<file path="config.mk">
export PLATFORM = sky130hd
export DESIGN_NAME = instr_sequencer
export DESIGN_NICKNAME = d
export VERILOG_FILES = /design/src/rtl/instr_sequencer.sv
export SDC_FILE = /design/constraint.sdc
export NUM_CORES = 1
export LEC_CHECK = 0
export BUFFER_PORTS_ARGS = -buffer_cell sky130_fd_sc_hd__buf_2
export CAP_MARGIN = 20
export CORE_UTILIZATION = 45
export CTS_CLUSTER_SIZE = 12
export DETAILED_ROUTE_END_ITERATION = 10
export PLACE_DENSITY = 0.79
export SYNTH_ARGS = -nofsm -noshare
export SYNTH_HDL_FRONTEND = slang
export SYNTH_SLANG_ARGS = --single-unit
export TNS_END_PERCENT = 100
</file>
<file path="constraint.sdc">
create_clock -name CLK -period 1.9 [get_ports CLK]
set_input_delay 0.095 -clock CLK [delete_from_list [all_inputs] [get_ports CLK]]
set_output_delay 0.095 -clock CLK [all_outputs]
set_load 0.01 [all_outputs]
</file>
<file path="src/rtl/instr_sequencer.sv">
// ALU opcode package and the fetch/decode/exec/mem control sequencer
// that feeds the combinational ALU from a synchronous instruction ROM.
package definitions;
  typedef enum logic [4:0] {
    oLSR    = 5'd0,
    oRSR    = 5'd1,
    oMOVER  = 5'd2,
    oMOVEA  = 5'd3,
    oXOR    = 5'd4,
    oRXOR   = 5'd5,
    oAND    = 5'd6,
    oANDI   = 5'd7,
    oADD    = 5'd8,
    oADDI   = 5'd9,
    oSUB    = 5'd10,
    oLUT    = 5'd11,
    oBEQ    = 5'd12,
    oBNE    = 5'd13,
    oBLE    = 5'd14,
    oBLT    = 5'd15,
    oJUMP   = 5'd16,
    oLOAD   = 5'd17,
    oSTORE  = 5'd18
  } op_mne;
endpackage

module instr_sequencer
  import definitions::*;
#(
  parameter int          PC_W      = 10,
  parameter logic [12:0] HALT_WORD = 13'h1FFF
) (
  input  logic            CLK,
  input  logic            Reset_n,
  input  logic            Start,
  output logic            Done,
  output logic [PC_W-1:0] InstAddr,
  input  logic [12:0]     InstIn,
  output logic [4:0]      OP,
  output logic [4:0]      Imm,
  input  logic            Zero,
  output logic [2:0]      RaAddr,
  output logic [2:0]      RbAddr,
  output logic            RegWrEn,
  output logic            WbSel,
  output logic            MemReq,
  output logic            MemWe,
  input  logic            MemAck
);

  typedef enum logic [2:0] {
    S_IDLE,
    S_FETCH,
    S_DECODE,
    S_EXEC,
    S_MEM,
    S_HALT
  } state_t;

  state_t            state_q, state_d;
  logic [PC_W-1:0]   pc_q, pc_d;
  logic [12:0]       ir_q, ir_d;

  logic [4:0]        opc;
  logic              is_wr;
  logic              is_br;
  logic              is_jmp;
  logic              is_mem;
  logic              is_st;
  logic [PC_W-1:0]   pc_inc;
  logic [PC_W-1:0]   pc_off;

  assign opc    = ir_q[12:8];
  assign is_wr  = opc inside {oLSR, oRSR, oMOVER, oMOVEA,
                              oXOR, oRXOR, oAND, oANDI,
                              oADD, oADDI, oSUB, oLUT};
  assign is_br  = opc inside {oBEQ, oBNE, oBLE, oBLT};
  assign is_jmp = (opc == oJUMP);
  assign is_st  = (opc == oSTORE);
  assign is_mem = (opc == oLOAD) || is_st;

  // Wraps modulo 2^PC_W naturally through the truncating add.
  assign pc_inc = pc_q + PC_W'(1);
  assign pc_off = pc_q + {{(PC_W-5){ir_q[4]}}, ir_q[4:0]};

  assign InstAddr = pc_q;
  assign OP       = opc;
  assign Imm      = ir_q[4:0];
  assign RaAddr   = ir_q[7:5];
  assign RbAddr   = ir_q[2:0];

  always_ff @(posedge CLK or negedge Reset_n) begin
    if (!Reset_n) begin
      state_q <= S_IDLE;
      pc_q    <= '0;
      ir_q    <= '0;
    end else begin
      state_q <= state_d;
      pc_q    <= pc_d;
      ir_q    <= ir_d;
    end
  end

  always_comb begin
    state_d = state_q;
    pc_d    = pc_q;
    ir_d    = ir_q;
    RegWrEn = 1'b0;
    WbSel   = 1'b0;
    MemReq  = 1'b0;
    MemWe   = 1'b0;
    Done    = 1'b0;
    case (state_q)
      S_IDLE: begin
        if (Start) begin
          pc_d    = '0;
          state_d = S_FETCH;
        end
      end
      S_FETCH: begin
        state_d = S_DECODE;
      end
      S_DECODE: begin
        ir_d    = InstIn;
        state_d = (InstIn == HALT_WORD) ? S_HALT
                                        : S_EXEC;
      end
      S_EXEC: begin
        state_d = S_FETCH;
        pc_d    = pc_inc;
        unique case (1'b1)
          is_wr: begin
            RegWrEn = 1'b1;
          end
          is_br: begin
            // ALU drives Out=1 on a true condition, so Zero=0 means taken.
            if (!Zero) pc_d = pc_off;
          end
          is_jmp: begin
            pc_d = pc_off;
          end
          is_mem: begin
            MemReq  = 1'b1;
            MemWe   = is_st;
            pc_d    = pc_q;
            state_d = S_MEM;
          end
          default: ;
        endcase
      end
      S_MEM: begin
        MemReq = 1'b1;
        MemWe  = is_st;
        if (MemAck) begin
          RegWrEn = !is_st;
          WbSel   = !is_st;
          pc_d    = pc_inc;
          state_d = S_FETCH;
        end
      end
      S_HALT: begin
        Done = 1'b1;
      end
      default: begin
        state_d = S_IDLE;
      end
    endcase
  end

endmodule

</file>
**Word-level counts from Yosys, hierarchy flattened**

Index checks and enable logic that the tools add are counted.

- Logic and storage cells: 61
- Register bits after elaboration: 26
- Output and inout bits: 31

- Bitwise operators: 1
- Add/subtract/negate cells: 2
- Equal/unequal tests: 27
- Reductions and logical operators: 9
- Mux-type cells: 19

Operators by type and width:

| operator | number |
|---|---|
| 10-bit case mux with 3 select lines | 2 |
| 5-bit by 4-bit == test with 1-bit output, second input constant | 8 |
| 10-bit 2-to-1 mux | 3 |
| 5-bit by 3-bit == test with 1-bit output, second input constant | 4 |
| 3-bit case mux with 6 select lines | 1 |
| 5-bit == test, second input constant | 3 |
| 13-bit == test, second input constant | 1 |
| 3-bit 2-to-1 mux | 4 |
| 12-bit nonzero test | 1 |
| 10-bit by 1-bit adder with 10-bit output, second input constant | 1 |
| 10-bit adder | 1 |
| 5-bit by 2-bit == test with 1-bit output, second input constant | 2 |
| 3-bit by 2-bit == test with 1-bit output, second input constant | 2 |
| 3-bit == test, second input constant | 2 |
| 1-bit 2-to-1 mux | 6 |
| 2-bit inequality test, second input constant | 3 |
| 1-bit case mux with 2 select lines | 3 |
| 5-bit by 1-bit == test with 1-bit output, second input constant | 1 |
| 5-bit logical NOT | 1 |
| 4-bit AND reduction | 1 |
| 4-bit nonzero test | 1 |
| 3-bit by 1-bit == test with 1-bit output, second input constant | 1 |
| 3-bit logical NOT | 1 |
| 3-bit AND reduction | 1 |
| 4 further kinds | 4 |

**Logic depth before layout (Yosys ltp)**

- Word-level depth: 4
- Mapped depth: 7
- Depth with buffers taken out: 7

**Least setup slack after synthesis**

No wires, ideal clock.

- Kind: register to register
- From: register pc_q[0], in the netlist InstAddr[0]
- To: register pc_q[8], in the netlist InstAddr[8]
- Data required time: 1.774 ns
- Arrival time: 1.961 ns
- Setup time: 0.126 ns
- Buffers on the path: 0
- Period minus slack after synthesis: 2.087 ns
- Setup slack: -0.187 ns
- Stages on the path, launching flop included: 8
- Path through: dfrtp_1 ha_1 fa_1 a21oi_1 o211ai_1 o22ai_1 xnor2_1 a221o_1

- Longest elaborated chain between the ends: 4
- Elaborated cells on any way between the ends: 6
- Those cells by class: add/sub (2); mux (4)

Ends and longest elaborated chain:

| what | line | text |
|---|---|---|
| from (decl) | 61 | `logic [PC_W-1:0] pc_q, pc_d;` |
| from (signal assigned) | 99 | `pc_q <= pc_d;` |
| 10-bit adder / 10-bit by 1-bit adder with 10-bit output (equally long branches) | 84, 83 |  |
| 10-bit 2-to-1 mux | 137 | `if (!Zero) pc_d = pc_off;` |
| 10-bit case mux with 3 select lines | 131 | `unique case (1'b1)` |
| 10-bit case mux with 3 select lines (*) | 113 | `case (state_q)` |

Every way passes the cells marked *; elsewhere a longest branch is shown, timed or not. The select of a mux whose other input is x is not followed.
A chain may end at the register's enable or synchronous reset.

**Worst setup path after layout**

- From: register ir_q[11]
- To: output port RegWrEn

- Longest elaborated chain between the ends: 4
- Elaborated cells on any way between the ends: 18
- Those cells by class: eq/ne (12); mux (3); reduce/logical (3)

Ends and longest elaborated chain:

| what | line | text |
|---|---|---|
| from (decl) | 62 | `logic [12:0] ir_q, ir_d;` |
| from (signal assigned) | 100 | `ir_q <= ir_d;` |
| 5-bit by 1-bit == test with 1-bit output, or another cell as far along | 74 | `assign is_wr = opc inside {oLSR, oRSR, oMOVER, oMOVEA,` |
| 12-bit nonzero test / 1-bit logical NOT (equally long branches) | 74, 155 |  |
| 1-bit 2-to-1 mux (on tied branches) | 131, 154 |  |
| 1-bit case mux with 2 select lines (*) | 113 |  |
| to (decl) | 44 | `output logic RegWrEn,` |

Every way passes the cells marked *; elsewhere a longest branch is shown, timed or not.

==> summary.txt <==
Run status
  • Status: finished, violations left
  • Failing checks: setup timing

Global route
  • Initial antenna violation count: 0
  • Met2 Usage GRT: 41.7%
  • GR Overflow Total: 0
  • GRT Total Usage: 23.8%
  • Pin count of the biggest net entering global routing: 27
  • Met1 GRT Util: 29.9%
  • Global-route wire length before repair: 7970 um
  • Vias in the first global route: 1764
  • Busiest grt layer: met2
  • Met3 Track Usage GR: 4.11%

Critical path
  • WS Path Type: flop to output pin
  • CP Data Required Time: 1.80 ns
  • Worst path arrival time: 1.98 ns
  • Worst setup EP type: output pin
  • R2R Setup Slk: -0.18 ns
  • Critical path peak fanout: 3
  • Crit start category: flop

Routing
  • DR vias: 1854
  • Total iterations of the first detailed-routing run: 4
  • Number of DRC markers in iteration 0: 92
  • WL/cell: 16.7 um
  • Post-Route WL: 5310 um
  • Routed Antenna Nets: 0
  • DRC: 0
  • Avg Vias per Cell: 5.85

Yosys
  • Synth Area per Inst: 9.83 sq um
  • Yosys reg bits: 26
  • Synth Warn #: 0
  • Ys async rst share: 100%
  • Compound-cell area share of the yosys netlist: 21.5%
  • Post-Synth XOR/XNOR Area: 4.17%
  • Number of flops mapped to enable cells by yosys: 0
  • Synth cell types: 56
  • Synth area leaders: dfrtp_1 (34%), mux2_2 (7.8%), ha_1 (6.6%), xnor2_1 (3.7%), a21o_1 (2.4%)
  • Post-synth top area cell: dfrtp_1
  • Post-synthesis adder-cell area fraction: 7.69%
  • Simple-gate share of the synthesized area: 19.5%
  • Yosys top cell area share: 34.5%
  • Syn_nets: 221
  • Register area share after synthesis: 34.5%
  • Netlist Area Pre-Place: 0.00189 sq mm
  • Mux contribution to synthesized area: 8.28%
  • Gate Count Post-Synth: 192
  • Main synth FF type: dfrtp_1
  • Largest family of logic cells by synthesized area: compound AO/OA/AOI/OAI gates

Clocking
  • Clock Pin Slew Worst Setup and Hold Paths: 0.11 ns
  • H-tree depth: 1
  • Clock Latency Late Sink: 0.28 ns
  • Clock sink count: 26
  • Max Root-Sink Buffers: 2
  • CTS tree: done
  • CTS buffer count: 3
  • Root buffer cell: clkbuf_8

Timing
  • Post-route clock skew: 0.0105 ns
  • Slew HR: 60.2%
  • Hold Violations, Final: 0
  • Final worst slack: -0.177 ns
  • Worst-Margin Slew: 0.596 ns
  • Max-slew violations: 0
  • Unrepaired setup endpoints after global routing: true
  • Minimum clock period: 2.08 ns
  • Tcrit/Tclk final: 109%
  • Peak Freq: 482 MHz
  • Final setup fails: 11

Placement
  • HPWL Detailed: 3720 um
  • GP Congestion: 0.846
  • DP Area: 0.00236 sq mm
  • IO buf count: 48

Floorplan
  • Die Wd: 66.8 um
  • DIE AREA: 0.00446 sq mm
  • Initial Util: 47.2%
  • CORE AREA: 0.00400 sq mm
  • Chip height: 66.8 um
  • Rows: 23
  • IO Pins: 49

Pwr
  • NetSw: 0.00220 W
  • Clock network fraction of design power: 9.4%
  • Total power: 0.00504 W
  • Peak supply drop: 0.00108 V
  • Combinational Power Share: 69.1%
  • Pleak: 1.24 nW
  • PD cells: 1920 mW/mm^2
  • Seq pwr share: 21.5%
  • Int Power: 0.00284 W
  • Switching share of power: 43.6%

Layout
  • FF/Latch Area: 654 sq um
  • Area grow syn2layout: 39.2%
  • Fill cells: 296
  • Post-Layout Inst Area: 0.00263 sq mm
  • Multi-input gate area: 0.00134 sq mm
  • Final #Nets: 297
  • # diodes: 0
  • Ratio of cells with drive above 1 in the final layout: 47.6%
  • Most common cell after layout, fill and taps aside: buf_2
  • Commonest non-fill, non-tap cells in the layout: buf_2 (47), buf_4 (28), dfrtp_1 (23), mux2_2 (12), nor2_1 (11)

Run
  • Max-cap viol count: 0

Worst hold path
  • Worst hold path class: primary input to flop
==> cells in the mapped netlist (6+ instances only) <==
| cell | number |
|---|---|
| nor2_1 | 11 |
| a21oi_1 | 7 |
| o21ai_0 | 8 |
| nand2_1 | 10 |
| dfrtp_1 | 26 |
| a21o_1 | 6 |
| nand3_1 | 7 |
| mux2_2 | 13 |
| xnor2_1 | 8 |
| ha_1 | 10 |
==> timing repair <==
| item | 4_1_cts | 5_1_grt |
|---|---|---|
| hold buffers | 1 | 0 |
| gates cloned | 1 | 0 |
| endpoints found under the setup margin | 11 | 13 |
| buffers inserted | 3 | 1 |
| resized for setup | 8 | 22 |
| hold endpoints to repair | 26 | 0 |
| pin swaps | 4 | 12 |
==> metal layers <==
| metal | vias up | wire (um) |
|---|---|---|
| li1 | 897 | - |
| met2 | 69 | 2610 |
| met3 | 10 | 248 |
| met4 | 0 | 89 |
| met1 | 878 | 2360 |
| met5 | - | 0 |
==> flip-flops by register name (all words and copies together), names as in the netlist <==
signal    flops
InstAddr     10
ir_q         13
state_q       3
==> logic make-up after synthesis <==
family	after synthesis
buf+inv	13
xor+xnor	9
fa+ha+maj	11
mux	14
flops	26
compound gates	55
simple gates	64
==> power by group through the flow <==
stage,registers [W],logic [W],clock network (W)
3_3_place_gp,0.00104,0.00291,0
5_1_grt,0.00112,0.00375,0.000498
2_1_floorplan,0.00123,0.00182,0
6_report,0.00108,0.00348,0.000475
3_5_place_dp,0.00106,0.00298,0
4_1_cts,0.00105,0.00316,0.000474
==> cell type report <==
| cell class | instances | share of cell area (%) |
|---|---|---|
| flip-flops and latches | 26 | 24.9 |
| multi-input cells | 154 | 50.8 |
| clock inverters | 1 | 1.14 |
| inverters | 4 | 0.571 |
| well taps | 50 | 2.38 |
| clock buffers | 3 | 1.57 |
| repair buffers | 79 | 18.6 |
==> through the flow <==
stage	cells	hold slack, ns	setup TNS [ns]	setup slack [ns]	util, %
final	317	0.0530	-1.38	-0.177	65.7
after global routing	317	0.0563	-2.07	-0.222	65.7
after CTS	316	0.0521	-0.850	-0.0996	62.7
after detailed placement	307	0.132	-0.188	-0.0768	59.0
after global placement	307	0.129	-0.0755	-0.0576	59.0
after floorplan	192	-0.201	-0.0248	-0.0248	-
==> final timing paths <==
check / start / to / cells past startpoint
max: ir_q[11] / RegWrEn / 5
min: InstIn[9] / ir_q[9] / 3
max reg2reg: ir_q[11] / InstAddr[6] / 6
min reg2reg: state_q[2] / state_q[1] / 1
max in group asynchronous: Reset_n / InstAddr[0] / 2
min in group asynchronous: Reset_n / state_q[1] / 2
==> critical path, stage by stage, from the launching register on <==
cell	delay (ns)
dfrtp_2	0.42
or4b_4	0.54
or2_4	0.26
and3_4	0.18
a21o_1	0.16
buf_2	0.14
Power figures use the tool's default switching activity.
